**config.mk**
```make
export PLATFORM = sky130hd
export DESIGN_NAME = fetch_unit
export DESIGN_NICKNAME = d
export VERILOG_FILES = /design/src/rtl/stack_isa_pkg.sv /design/src/rtl/fetch_unit.sv
export SDC_FILE = /design/constraint.sdc
export NUM_CORES = 1
export LEC_CHECK = 0
export BUFFER_PORTS_ARGS = -buffer_cell sky130_fd_sc_hd__buf_2
export CORE_MARGIN = 3
export CORE_UTILIZATION = 55
export DETAILED_ROUTE_END_ITERATION = 10
export PLACE_DENSITY = 0.93
export SETUP_SLACK_MARGIN = 0.2
export SYNTH_ARGS = -nofsm -noshare
export SYNTH_HDL_FRONTEND = slang
export SYNTH_SLANG_ARGS = --single-unit
```
**constraint.sdc**
```tcl
create_clock -name CLK -period 4.61 [get_ports CLK]
set_clock_uncertainty 0.15 [all_clocks]
set_input_delay 0.461 -clock CLK [delete_from_list [all_inputs] [get_ports CLK]]
set_output_delay 0.461 -clock CLK [all_outputs]
set_load 0.03 [all_outputs]
```
**src/rtl/stack_isa_pkg.sv**
```systemverilog
// stack_isa_pkg: shared widths, HALT word, opcodes and fetch states for the 9-bit stack machine
package stack_isa_pkg;
    localparam int INST_W = 9;
    localparam int PC_W   = 8;
    localparam logic [INST_W-1:0] HALT_WORD = 9'h1FF;
    localparam logic [7:0] ADD   = 8'h00;
    localparam logic [7:0] BNE   = 8'h06;
    localparam logic [7:0] PCNT  = 8'h08;
    localparam logic [7:0] CPY   = 8'h0B;
    localparam logic [7:0] LDCNT = 8'h0C;
    localparam logic [7:0] PBAR  = 8'h12;
    localparam logic [7:0] ADDC  = 8'h13;
    typedef enum logic [1:0] {IDLE, RUN, HALTED} fetch_state_e;
endpackage

```
**src/rtl/fetch_unit.sv**
```systemverilog
// fetch_unit: PC/IR front end with one-slot branch squash, HALT detect and retired count
module fetch_unit
    import stack_isa_pkg::*;
(
    input  logic              CLK,
    input  logic              reset_n,
    input  logic              start,
    output logic [PC_W-1:0]   PC,
    input  logic [INST_W-1:0] inst,
    input  logic              stall,
    input  logic              branch_taken,
    input  logic [PC_W-1:0]   branch_target,
    output logic [INST_W-1:0] ir,
    output logic              ir_valid,
    output logic              halted,
    output logic [15:0]       icount
);
    fetch_state_e      state_q;
    logic [PC_W-1:0]   pc_q;
    logic [INST_W-1:0] ir_q;
    logic              ir_valid_q;
    logic              halted_q;
    logic [15:0]       icount_q;
    logic [15:0]       icount_d;
    // retired count sticks at all-ones instead of wrapping
    always_comb icount_d = (icount_q == 16'hFFFF) ? icount_q : icount_q + 16'd1;
    // fetch FSM: state change first, then stall > branch squash > HALT > sequential fetch
    always_ff @(posedge CLK) begin
        if (!reset_n) begin
            state_q    <= IDLE;
            pc_q       <= '0;
            ir_q       <= '0;
            ir_valid_q <= 1'b0;
            halted_q   <= 1'b0;
            icount_q   <= '0;
        end else begin
            case (state_q)
                IDLE: if (start) state_q <= RUN;
                RUN: if (!stall) begin
                    if (branch_taken) begin
                        pc_q       <= branch_target;
                        ir_valid_q <= 1'b0;
                    end else if (inst == HALT_WORD) begin
                        ir_q       <= HALT_WORD;
                        ir_valid_q <= 1'b0;
                        halted_q   <= 1'b1;
                        state_q    <= HALTED;
                    end else begin
                        ir_q       <= inst;
                        ir_valid_q <= 1'b1;
                        pc_q       <= pc_q + 8'd1;
                        icount_q   <= icount_d;
                    end
                end
                HALTED: if (start) begin
                    halted_q   <= 1'b0;
                    icount_q   <= '0;
                    ir_valid_q <= 1'b0;
                    pc_q       <= '0;
                    state_q    <= RUN;
                end
                default: state_q <= IDLE;
            endcase
        end
    end
    assign PC       = pc_q;
    assign ir       = ir_q;
    assign ir_valid = ir_valid_q;
    assign halted   = halted_q;
    assign icount   = icount_q;
endmodule
```
* Yosys cells after proc, flatten, opt, wreduce, memory -nomap -nowiden
Cells that the tools add are included.
Word-level totals: flip-flop bits (word level) 37, input bits 22, output and inout port bits 35
Cells by class: add/subtract/negate cells 2, equality and inequality tests 12, mux-type cells 26, bitwise gates (word level) 2, reductions and logical operators 9
Operators by type and width (count):
- two-way mux 16 bit | 5
- two-way mux 8 bit | 4
- case mux 16 bit (2 select lines) | 1
- adder 16 x 1 -> 16 bit (second input constant) | 1
- equality test 16 bit (second input constant) | 1
- case mux 8 bit (2 select lines) | 1
- != test 2 bit (second input constant) | 6
- equality test 9 bit (second input constant) | 1
- two-way mux 9 bit | 1
- adder 8 x 1 -> 8 bit (second input constant) | 1
- two-way mux 2 bit | 4
- AND reduction 4 bit | 2
- two-way mux 1 bit | 7
- AND reduction 3 bit | 2
- AND reduction 6 bit | 1
- AND reduction 5 bit | 1
- case mux 1 bit (2 select lines) | 2
- case mux 2 bit (2 select lines) | 1
- != test 3 bit (second input constant) | 1
- equality test 2 x 1 -> 1 bit (second input constant) | 1
- equality test 2 bit (second input constant) | 1
- logical NOT 2 bit | 1
- != test 2 x 1 -> 1 bit (second input constant) | 1
- NOT 1 bit | 2
- other kinds (2) | 2

* Logic depth before layout (Yosys ltp)
Gate-level depths: netlist of the first run.
depth after elaboration 6, depth in mapped cells 8, gate-level depth less buffers 6

* Worst setup path after synthesis of the first run
OpenSTA, ideal clock, no wires.
path type reg2reg, start point reg icount_q[0] (netlist: icount[0]), end point reg icount_q[6] (netlist: icount[6]), setup time 116 ps, arrival time 2134 ps, required time 4344 ps, slack 2210 ps, cell stages (with the launch flop) 9, period minus slack after synthesis 2400 ps, cell sequence dfxtp_1 ha_1 nand3_1 or4_1 buf_2 nand3_4 buf_4 nor3_1 o211a_1
Between the ends: longest elaborated chain between the ends 6, elaborated cells on any way between the ends 9
RTL lines:
- from (decl) | RTL line fetch_unit.sv:23 | logic [15:0] icount_q;
- from (signal assigned) | RTL line fetch_unit.sv:52 | icount_q <= icount_d;
- adder 16 x 1 -> 16 bit | RTL line fetch_unit.sv:26 | always_comb icount_d = (icount_q == 16'hFFFF) ? icount_q : icount_q + 16'd1;
- two-way mux 16 bit | RTL line fetch_unit.sv:26
- two-way mux 16 bit | RTL line fetch_unit.sv:43 | end else if (inst == HALT_WORD) begin
- two-way mux 16 bit | RTL line fetch_unit.sv:40 | if (branch_taken) begin
- two-way mux 16 bit | RTL line fetch_unit.sv:39 | RUN: if (!stall) begin
- case mux 16 bit (2 select lines) | RTL line fetch_unit.sv:37 | case (state_q)
Several ways; a longest one is shown, not always the timed one. The select of a mux whose other input is x is not followed. A chain may end at the register's enable or synchronous reset.

* Final worst setup path of the first run
start point reg icount_q[0] (netlist: icount[0]), end point reg icount_q[10] (netlist: icount[10])
The elaborated chain is that of the path after synthesis.

==> results.json, run 1 <==
{
  "status": "finished clean",
  "cts_sinks": 37,
  "total_leakage_power_nw": 0.9479,
  "die_y_um": 65.61,
  "drive_above_1_share_pct": 23.10,
  "grt_overflow": 0,
  "netlist-cell-type-count": 48,
  "cts_setup_buffers": 0,
  "syn_inst": 254,
  "startpoint_type": "register",
  "coreArea_um2": 3390,
  "row_count": 21,
  "slew_viol_final": 0,
  "dr.pass1.iters": 5,
  "internal_power_w": 0.0004638,
  "fill_cells": 274,
  "num_io_pins": 57,
  "synth_top_cell_area_share_pct": 37.90,
  "avgSynthCellArea_um2": 7.694,
  "synth_warnings": 0,
  "numCtsBuffers": 5,
  "die_w_um": 65.61,
  "r2r_cells": 6,
  "fin_nets": 326,
  "synth-edff-count": 0,
  "tightest_slew_ns": 0.9806,
  "cts-htree-levels": 2,
  "grt_pass1_vias": 1694,
  "seqCellArea_um2": 740.7,
  "avgRoutedWirePerCell_um": 14.24,
  "async_reset_ff_share_pct": 0,
  "drtAntennaViolNets": 0,
  "hp-class": "primary input to register",
  "max_freq_ghz": 0.3967,
  "cts_resized": 0,
  "clockBufferDepth": 2,
  "start_util_pct": 57.66,
  "final_hold_viol_count": 0,
  "dp_hpwl_um": 3464,
  "viasPerCell": 6.054,
  "multiInputGateArea_um2": 1124,
  "path_class": "register to register",
  "power.switching_w": 0.0001712,
  "dpl_worst_slack_ns": 2.186,
  "comb_power_share_pct": 10.6,
  "layout-area-overhead-vs-synth_pct": 18.31,
  "power_frac_seq_pct": 52.3,
  "critical_path.endpoint_type": "register",
  "final_core_utilization_pct": 68.22,
  "synth_area_um2": 1954,
  "port_buffers": 56,
  "fp.dieArea_um2": 4305,
  "synth_seq_area_share_pct": 37.90,
  "rrSetupSlack_ns": 2.09,
  "required_ns": 4.74,
  "ctsHoldBuffers": 0,
  "whs_path_depth": 3,
  "routed_wl_um": 4970,
  "rsz0062_at_grt": "false",
  "critPathMaxFanout": 7,
  "gp_congestion": 0.9120,
  "antenna_found_initial": 0,
  "grt_max_degree": 24,
  "fin_crit_ns": 2.521,
  "fin_ws_ns": 2.089,
  "synthTopCellsByCount": "nand2_1 (47), dfxtp_1 (37), a21oi_1 (24), nand3_1 (15), o21ai_0 (15)",
  "drv_cap": 0,
  "peakVddDrop_mv": 0.1789,
  "synth_seq_cells": 37,
  "dr_total_vias": 2113,
  "synthFlopType": "dfxtp_1",
  "drt_iter0_drc": 221,
  "grt_usage_pct": 23.37,
  "min_from": "inst[8]",
  "ys_top_cells_by_area": "dfxtp_1 (38%), nand2_1 (9.0%), a21oi_1 (6.1%), nand3_1 (3.8%), o21ai_0 (3.8%)",
  "insertion_delay_ns": 0.36,
  "whs_endpoint": "ir[8]$_SDFFE_PN0P_",
  "syn_nets": 278,
  "arrival_ns": 2.65,
  "fin_setup_tns_ns": 0,
  "grt_first_pass_wirelength_um": 7893,
  "post-route-period-util_pct": 54.68,
  "cts_tree": "yes",
  "drc_errors": 0,
  "yosys.cell_count.top_type": "nand2_1",
  "p_clk_share_pct": 37.1,
  "clk_pin_slew_ns": 0.12,
  "pwr_density_cell_nw_per_um2": 274.6,
  "yosys.area.top_type": "dfxtp_1",
  "antennaDiodeCount": 0,
  "setup_viol": 0,
  "r2r_start": "icount[0]$_SDFFE_PN0P_",
  "relSlewSlack_pct": 34.12,
  "root_buffer": "clkbuf_4",
  "timing.rr.end": "icount[10]$_SDFFE_PN0P_",
  "p_sw_share_pct": 26.96
}
[cell families (layout without fill, tap and decap cells)]
| logic type | count (synthesis) | after routing | share of synthesized area, % |
|---|---|---|---|
| XOR/XNOR | 6 | 6 | 2.689 |
| flip-flops | 37 | 37 | 37.90 |
| multiplexers | 1 | 1 | 0.5761 |
| AND/OR/NAND/NOR | 115 | 115 | 30.09 |
| AO/OA/AOI/OAI | 71 | 71 | 22.86 |
| adder cells (fa/ha/maj) | 2 | 2 | 1.280 |
| buffers and inverters | 22 | 71 | 4.610 |
[registers in the layout, summed over array words and instances, names as in the netlist]
name      cells
icount       16
ir            9
PC            8
state_q       2
halted        1
ir_valid      1
[critical path, stage by stage (launching register included)]
cell     delay [ns]
dfxtp_1        0.43
ha_1           0.23
nand3_1        0.22
or4_1          0.73
a31oi_1        0.44
o21ai_0        0.16
o31ai_1        0.08
[layer usage]
metal,wire length [µm],vias up,track usage (%)
met5,0,-,0
met4,80,0,9.845
met3,398,11,5.299
met2,2331,98,36.28
met1,2159,978,31.07
li1,-,1026,-
[layout make-up]
type	instances	share of cell area, %
Multi-Input combinational cell	195	48.59
Sequential cell	37	32.03
Timing Repair Buffer	56	12.12
Tap cell	46	2.489
Clock inverter	3	2.002
Clock buffer	5	1.623
Inverter	7	1.136
[worst max path at each step]
stage                      startpoint                       to  slack (ns)  depth (start not counted)
2_1_floorplan  icount[0]$_SDFFE_PN0P_   icount[6]$_SDFFE_PN0P_        2.21                          8
3_3_place_gp   icount[0]$_SDFFE_PN0P_   icount[8]$_SDFFE_PN0P_        2.24                          6
3_5_place_dp   icount[0]$_SDFFE_PN0P_  icount[10]$_SDFFE_PN0P_        2.19                          6
4_1_cts        icount[0]$_SDFFE_PN0P_  icount[10]$_SDFFE_PN0P_        2.12                          6
5_1_grt        icount[0]$_SDFFE_PN0P_  icount[10]$_SDFFE_PN0P_        1.86                          6
6_report       icount[0]$_SDFFE_PN0P_  icount[10]$_SDFFE_PN0P_        2.09                          6
[cells in the final DEF, fill, tap and decap left out, drive strengths merged, types with 4 or more instances in the layout]
cell type,synthesis,layout
buf,3,56
nand2,47,47
dfxtp,37,37
a21oi,25,25
nand3,16,16
o21ai,15,15
a31oi,10,10
nor2,10,10
nand4,10,10
inv,7,7
or4,5,5
nor3,5,5
xor2,5,5
clkbuf,12,5
nor4,4,4
o211ai,4,4
[power by group through the flow]
stage | registers [W] | logic [W] | clock network (W)
floorplan | 0.000350 | 0.0000326 | 0
CTS | 0.000332 | 0.0000662 | 0.000239
global route | 0.000333 | 0.0000733 | 0.000251
global placement | 0.000339 | 0.0000653 | 0
detailed placement | 0.000339 | 0.0000660 | 0
finish | 0.000332 | 0.0000671 | 0.000236
[per-stage QoR]
stage | hold WS (ns) | cell area, µm² | total power [W] | std cells
after detailed placement | 0.2946 | 2228 | 0.0004052 | 341
after floorplan | 0.4208 | 1954 | 0.0003827 | 254
final | 0.1815 | 2312 | 0.0006350 | 349
after global placement | 0.2866 | 2228 | 0.0004042 | 341
after CTS | 0.1728 | 2312 | 0.0006374 | 349
after global routing | 0.1647 | 2312 | 0.0006580 | 349
Note: power is estimated with default switching activity, not from simulation.
==> run 2, diff against run 1 <==
Settings changed: ABC_AREA set to 1, CORE_UTILIZATION 55 to 53, PLACE_DENSITY 0.93 to 0.89.
Clock period 4.61 ns to 2.6 ns, I/O delays scaled along.
==> results.json, run 2 <==
{
  "total_leakage_power_nw": 1.239,
  "grtUsageMet3_pct": 5.324,
  "start_util_pct": 57.55,
  "final_area_um2": 2610,
  "gp_congestion": 0.8690,
  "antennaDiodeCount": 0,
  "grt_max_degree": 25,
  "cts-htree-levels": 2,
  "numCtsBuffers": 5,
  "ys_top_cells_by_area": "dfxtp_1 (34%), nand2_1 (15%), nor2_1 (11%), nand3_1 (10%), a21oi_1 (5.2%)",
  "fin_crit_ns": 2.111,
  "drtAntennaViolNets": 0,
  "synth_top_family_by_area": "simple AND/OR/NAND/NOR gates",
  "drive_above_1_share_pct": 19.66,
  "syn_inst": 353,
  "rrSetupSlack_ns": 0.49,
  "crit_top_cell": "nand2_1",
  "grt_overflow": 0,
  "synth_seq_cells": 37,
  "relSlewSlack_pct": 60.86,
  "yosys.area_share.simple_pct": 43.24,
  "ctsHoldBuffers": 0,
  "hp-class": "primary input to register",
  "cts_resized": 0,
  "viasPerCell": 5.371,
  "synthFlopType": "dfxtp_1",
  "hold_ws_ns": 0.05255,
  "synth_fa_ha_area_share_pct": 1.136,
  "slew_viol_final": 0,
  "netlist-cell-type-count": 31,
  "grt_usage_pct": 22.74,
  "drc_errors": 0,
  "status": "finished clean",
  "synthTopCellsByCount": "nand2_1 (86), nor2_1 (64), nand3_1 (46), dfxtp_1 (37), inv_1 (26)",
  "required_ns": 2.60,
  "synth-edff-count": 0,
  "arrival_ns": 2.12,
  "row_count": 22,
  "insertion_delay_ns": 0.29,
  "final_hold_viol_count": 0,
  "path_class": "register to register",
  "fin_setup_tns_ns": 0,
  "num_io_pins": 57,
  "clk_pin_slew_ns": 0.08,
  "final_common_cell": "nand2_1",
  "dr.pass1.iters": 5,
  "coreArea_um2": 3826,
  "synth_seq_area_share_pct": 33.64,
  "antenna_found_initial": 0,
  "die_w_um": 70.46,
  "peakVddDrop_mv": 0.4607,
  "crit_path_cell_trace": "ha_1 -> nand2_1 -> nor2_2 -> nand2_2 -> nor2_1 -> nand2_1 -> nand2_2 -> nand2_4 -> nand2_1 -> a21oi_1",
  "setup_viol": 0,
  "synth_xor_area_share_pct": 2.386,
  "avgRoutedWirePerCell_um": 11.76,
  "synth_mux_area_share_pct": 0,
  "pwr_density_cell_nw_per_um2": 529.4,
  "drt_iter0_drc": 207,
  "critPathMaxFanout": 18,
  "rsz0062_at_grt": "false",
  "drv_cap": 0,
  "max_freq_ghz": 0.4738,
  "grt.busiest_layer": "met2",
  "fin_nets": 430,
  "synth_warnings": 0,
  "routed_wl_um": 5349,
  "cts_setup_buffers": 0,
  "most-common-layout-cells": "nand2_1 (86), nor2_1 (64), buf_2 (56), nand3_1 (46), dfxtp_1 (37)",
  "clockBufferDepth": 2,
  "use_met1_pct": 29.00,
  "dpl_cell_area_um2": 2494,
  "use_met2_pct": 38.25,
  "fp.dieArea_um2": 4965,
  "die_y_um": 70.46,
  "synth_area_um2": 2202,
  "avgSynthCellArea_um2": 6.238,
  "critical_path.endpoint_type": "register",
  "syn_nets": 377,
  "grt_first_pass_wirelength_um": 9377,
  "cp_slowest_cell": "dfxtp_1",
  "tightest_slew_ns": 0.5856,
  "dr_total_vias": 2444,
  "yosys.area.top_type": "dfxtp_1",
  "layout-area-overhead-vs-synth_pct": 18.52,
  "cts_tree": "yes",
  "port_buffers": 56,
  "cts_sinks": 37,
  "grt_pass1_vias": 2186,
  "startpoint_type": "register",
  "cpPeakStageDelay_ns": 0.38,
  "post-route-period-util_pct": 81.18,
  "largest_register_ffs": 16,
  "synth_compound_area_share_pct": 11.25,
  "yosys.cell_count.top_type": "nand2_1",
  "power_w": 0.001382,
  "root_buffer": "clkbuf_8",
  "dp_hpwl_um": 3804,
  "async_reset_ff_share_pct": 0,
  "synth_top_cell_area_share_pct": 33.64,
  "crit_family": "simple AND/OR/NAND/NOR gates",
  "crit_buf_inv": 0
}
-- run 2: kinds of logic after synthesis --
family / Yosys count
AND/OR/NAND/NOR: 217
AO/OA/AOI/OAI: 47
buffers and inverters: 44
flip-flops: 37
XOR/XNOR: 6
adder cells (fa/ha/maj): 2
-- run 2: cell type report --
cell class	instances	area [µm²]
Clock inverter	1	30.03
Multi-Input combinational cell	272	1277
Tap cell	48	60.06
Fill cell	340	1216
Clock buffer	7	86.33
Timing Repair Buffer	58	295.3
Inverter	32	120.1
Sequential cell	37	740.7
-- run 2: final timing paths --
check	startpoint	endpoint	depth (start not counted)
worst min-delay path	inst[5]	ir[5]$_SDFFE_PN0P_	3
worst max-delay path	icount[1]$_SDFFE_PN0P_	icount[4]$_SDFFE_PN0P_	10
worst max register to register	icount[1]$_SDFFE_PN0P_	icount[4]$_SDFFE_PN0P_	10
worst min register to register	halted$_SDFFE_PN0P_	halted$_SDFFE_PN0P_	2
-- run 2: stage by stage --
stage	setup WS (ns)	cells	utilization, %
finish	0.4893	455	68.21
global route	0.2719	455	68.21
CTS	0.5191	455	68.21
detailed placement	0.5532	447	65.17
global placement	0.6767	447	65.17
floorplan	0.6030	353	-
-- run 2: worst reg2reg max path, cell delays in order, from the launching register on --
cell	delay, ns
dfxtp_1	0.38
ha_1	0.23
nand2_1	0.08
nor2_2	0.19
nand2_2	0.09
nor2_1	0.09
nand2_1	0.09
nand2_2	0.27
nand2_4	0.20
nand2_1	0.12
a21oi_1	0.07
-- run 2: power breakdown --
part           switching [W]  internal [W]
logic               0.000162     0.0000828
clock network       0.000198      0.000313
registers          0.0000294      0.000597
total               0.000389      0.000992
-- run 2: routing by layer --
| metal | wire, µm | up-vias |
|---|---|---|
| met4 | 77 | 0 |
| met2 | 2581 | 97 |
| met3 | 407 | 10 |
| li1 | - | 1245 |
| met5 | 0 | - |
| met1 | 2283 | 1092 |
==> run 3, diff against run 2 <==
Settings changed: CORE_UTILIZATION 53 to 48, PLACE_DENSITY 0.89 to 0.85.
Clock period 2.6 ns to 1.87 ns, I/O delays scaled along.
==> results.json, run 3 (synthesis results as in run 2) <==
{
  "status": "finished clean",
  "dp_hpwl_um": 4167,
  "layout-area-overhead-vs-synth_pct": 31.36,
  "avgRoutedWirePerCell_um": 12.93,
  "cts_tree": "yes",
  "clockBufferDepth": 2,
  "fin_crit_ns": 1.705,
  "max_freq_ghz": 0.5865,
  "antennaDiodeCount": 0,
  "drv_cap": 0,
  "insertion_delay_ns": 0.30,
  "grt_usage_pct": 22.34,
  "pwr_density_cell_nw_per_um2": 635.9,
  "required_ns": 1.95,
  "fin_ws_ns": 0.1651,
  "root_buffer": "clkbuf_8",
  "fin_nets": 452,
  "fin_setup_tns_ns": 0,
  "grt_first_pass_wirelength_um": 9625,
  "cts-htree-levels": 2,
  "drive_above_1_share_pct": 28.90,
  "die_y_um": 73.73,
  "slew_viol_final": 0,
  "fill_cells": 402,
  "row_count": 24,
  "most-common-layout-cells": "nand2_1 (83), nor2_1 (61), buf_2 (56), nand3_1 (41), inv_1 (26)",
  "dr.pass1.iters": 5,
  "dp.cells": 459,
  "post-route-period-util_pct": 91.17,
  "critPathMaxFanout": 8,
  "total_leakage_power_nw": 1.367,
  "relSlewSlack_pct": 61.89,
  "grt_overflow": 0,
  "num_io_pins": 57,
  "final_hold_viol_count": 0,
  "viasPerCell": 5.218,
  "die_w_um": 73.73,
  "drc_errors": 0,
  "largest_register_ffs": 16,
  "clk_pin_slew_ns": 0.09,
  "port_buffers": 56,
  "routed_wl_um": 6217,
  "finalNonFillerCells": 481,
  "startpoint_type": "register",
  "setup_viol": 0,
  "arrival_ns": 1.79,
  "drtAntennaViolNets": 0,
  "dpl_worst_slack_ns": 0.1046,
  "numCtsBuffers": 5,
  "final_common_cell": "nand2_1",
  "antenna_found_initial": 0,
  "grt_max_degree": 19,
  "rsz0062_at_grt": "true",
  "fp.dieArea_um2": 5436,
  "grt_pass1_vias": 2203,
  "path_class": "register to register",
  "start_util_pct": 50.23,
  "gp_congestion": 0.9121,
  "hp-class": "primary input to register",
  "dr_total_vias": 2510,
  "coreArea_um2": 4384,
  "peakVddDrop_mv": 0.4295,
  "tightest_slew_ns": 0.5711,
  "drt_iter0_drc": 172,
  "cts_sinks": 37,
  "critical_path.endpoint_type": "register"
}
## run 3: changes by cell type in the layout (fill, tap and decap cells not counted), moves of 4 or more
cell           previous run  this run
dfxtp_1                  37        25
a21oi_1                  23        19
buf_4                     2        16
dlygate4sd3_1             0         7
nand3_2                   0         5
a21oi_2                   1         5
dfxtp_2                   0        10
nand3_1                  46        41
## run 3: repair_timing
| item | 4_1_cts | 5_1_grt |
|---|---|---|
| pin swaps | 3 | 13 |
| setup buffers | 3 | 4 |
| resized for setup | 3 | 16 |
| hold buffers | 7 | 0 |
| endpoints found under the setup margin | 16 | 24 |
| hold endpoints to repair | 7 | 0 |
## run 3: final timing paths
| path | slack, ns | to | cells past startpoint | start |
|---|---|---|---|---|
| max reg2reg | 0.17 | icount[12]$_SDFFE_PN0P_ | 10 | icount[1]$_SDFFE_PN0P_ |
| max | 0.17 | icount[12]$_SDFFE_PN0P_ | 10 | icount[1]$_SDFFE_PN0P_ |
| min reg2reg | 0.33 | halted$_SDFFE_PN0P_ | 2 | halted$_SDFFE_PN0P_ |
| min | 0.002 | ir[8]$_SDFFE_PN0P_ | 3 | inst[8] |
## run 3: final cells by class
type                    count  area [µm²]  area share [%]
multi-input cells         272        1369           47.32
flip-flops and latches     37       760.7           26.30
repair buffers             80       485.5           16.78
inverters                  32       120.1           4.152
clock buffers               5       68.82           2.379
well taps                  52       65.06           2.249
clock inverters             3       23.77          0.8218
## run 3: through the flow
stage          cell area, µm²  hold slack [ns]  total power (W)  utilization, %
2_1_floorplan            2242           0.1637         0.001129               -
3_3_place_gp             2599           0.2762         0.001220           59.28
3_5_place_dp             2599           0.2817         0.001230           59.28
4_1_cts                  2801        0.0002835         0.001835           63.90
5_1_grt                  2893         0.009890         0.001923           65.98
6_report                 2893         0.001901         0.001839           65.98
## run 3: routing by layer
| metal | vias to the layer above | global-route usage [%] | routed length [µm] |
|---|---|---|---|
| met5 | - | 0 | 0 |
| met4 | 0 | 9.054 | 70 |
| met3 | 8 | 4.925 | 403 |
| met2 | 75 | 37.89 | 3141 |
| met1 | 1144 | 27.09 | 2601 |
| li1 | 1283 | - | - |
## run 3: critical path: stages (launching register included)
cell     delay (ns)
dfxtp_4        0.38
ha_4           0.15
nand2_4        0.05
nor2_4         0.12
nand2_2        0.07
nor2_2         0.12
nand2_2        0.09
nand2_4        0.12
buf_8          0.14
nand3_1        0.09
a21oi_2        0.15
## run 3: power breakdown
part	total (W)	switching, W	internal, W
Clock	0.000602	0.000331	0.000270
Sequential	0.000871	0.0000434	0.000827
Combinational	0.000367	0.000237	0.000129
Total	0.00184	0.000612	0.00123
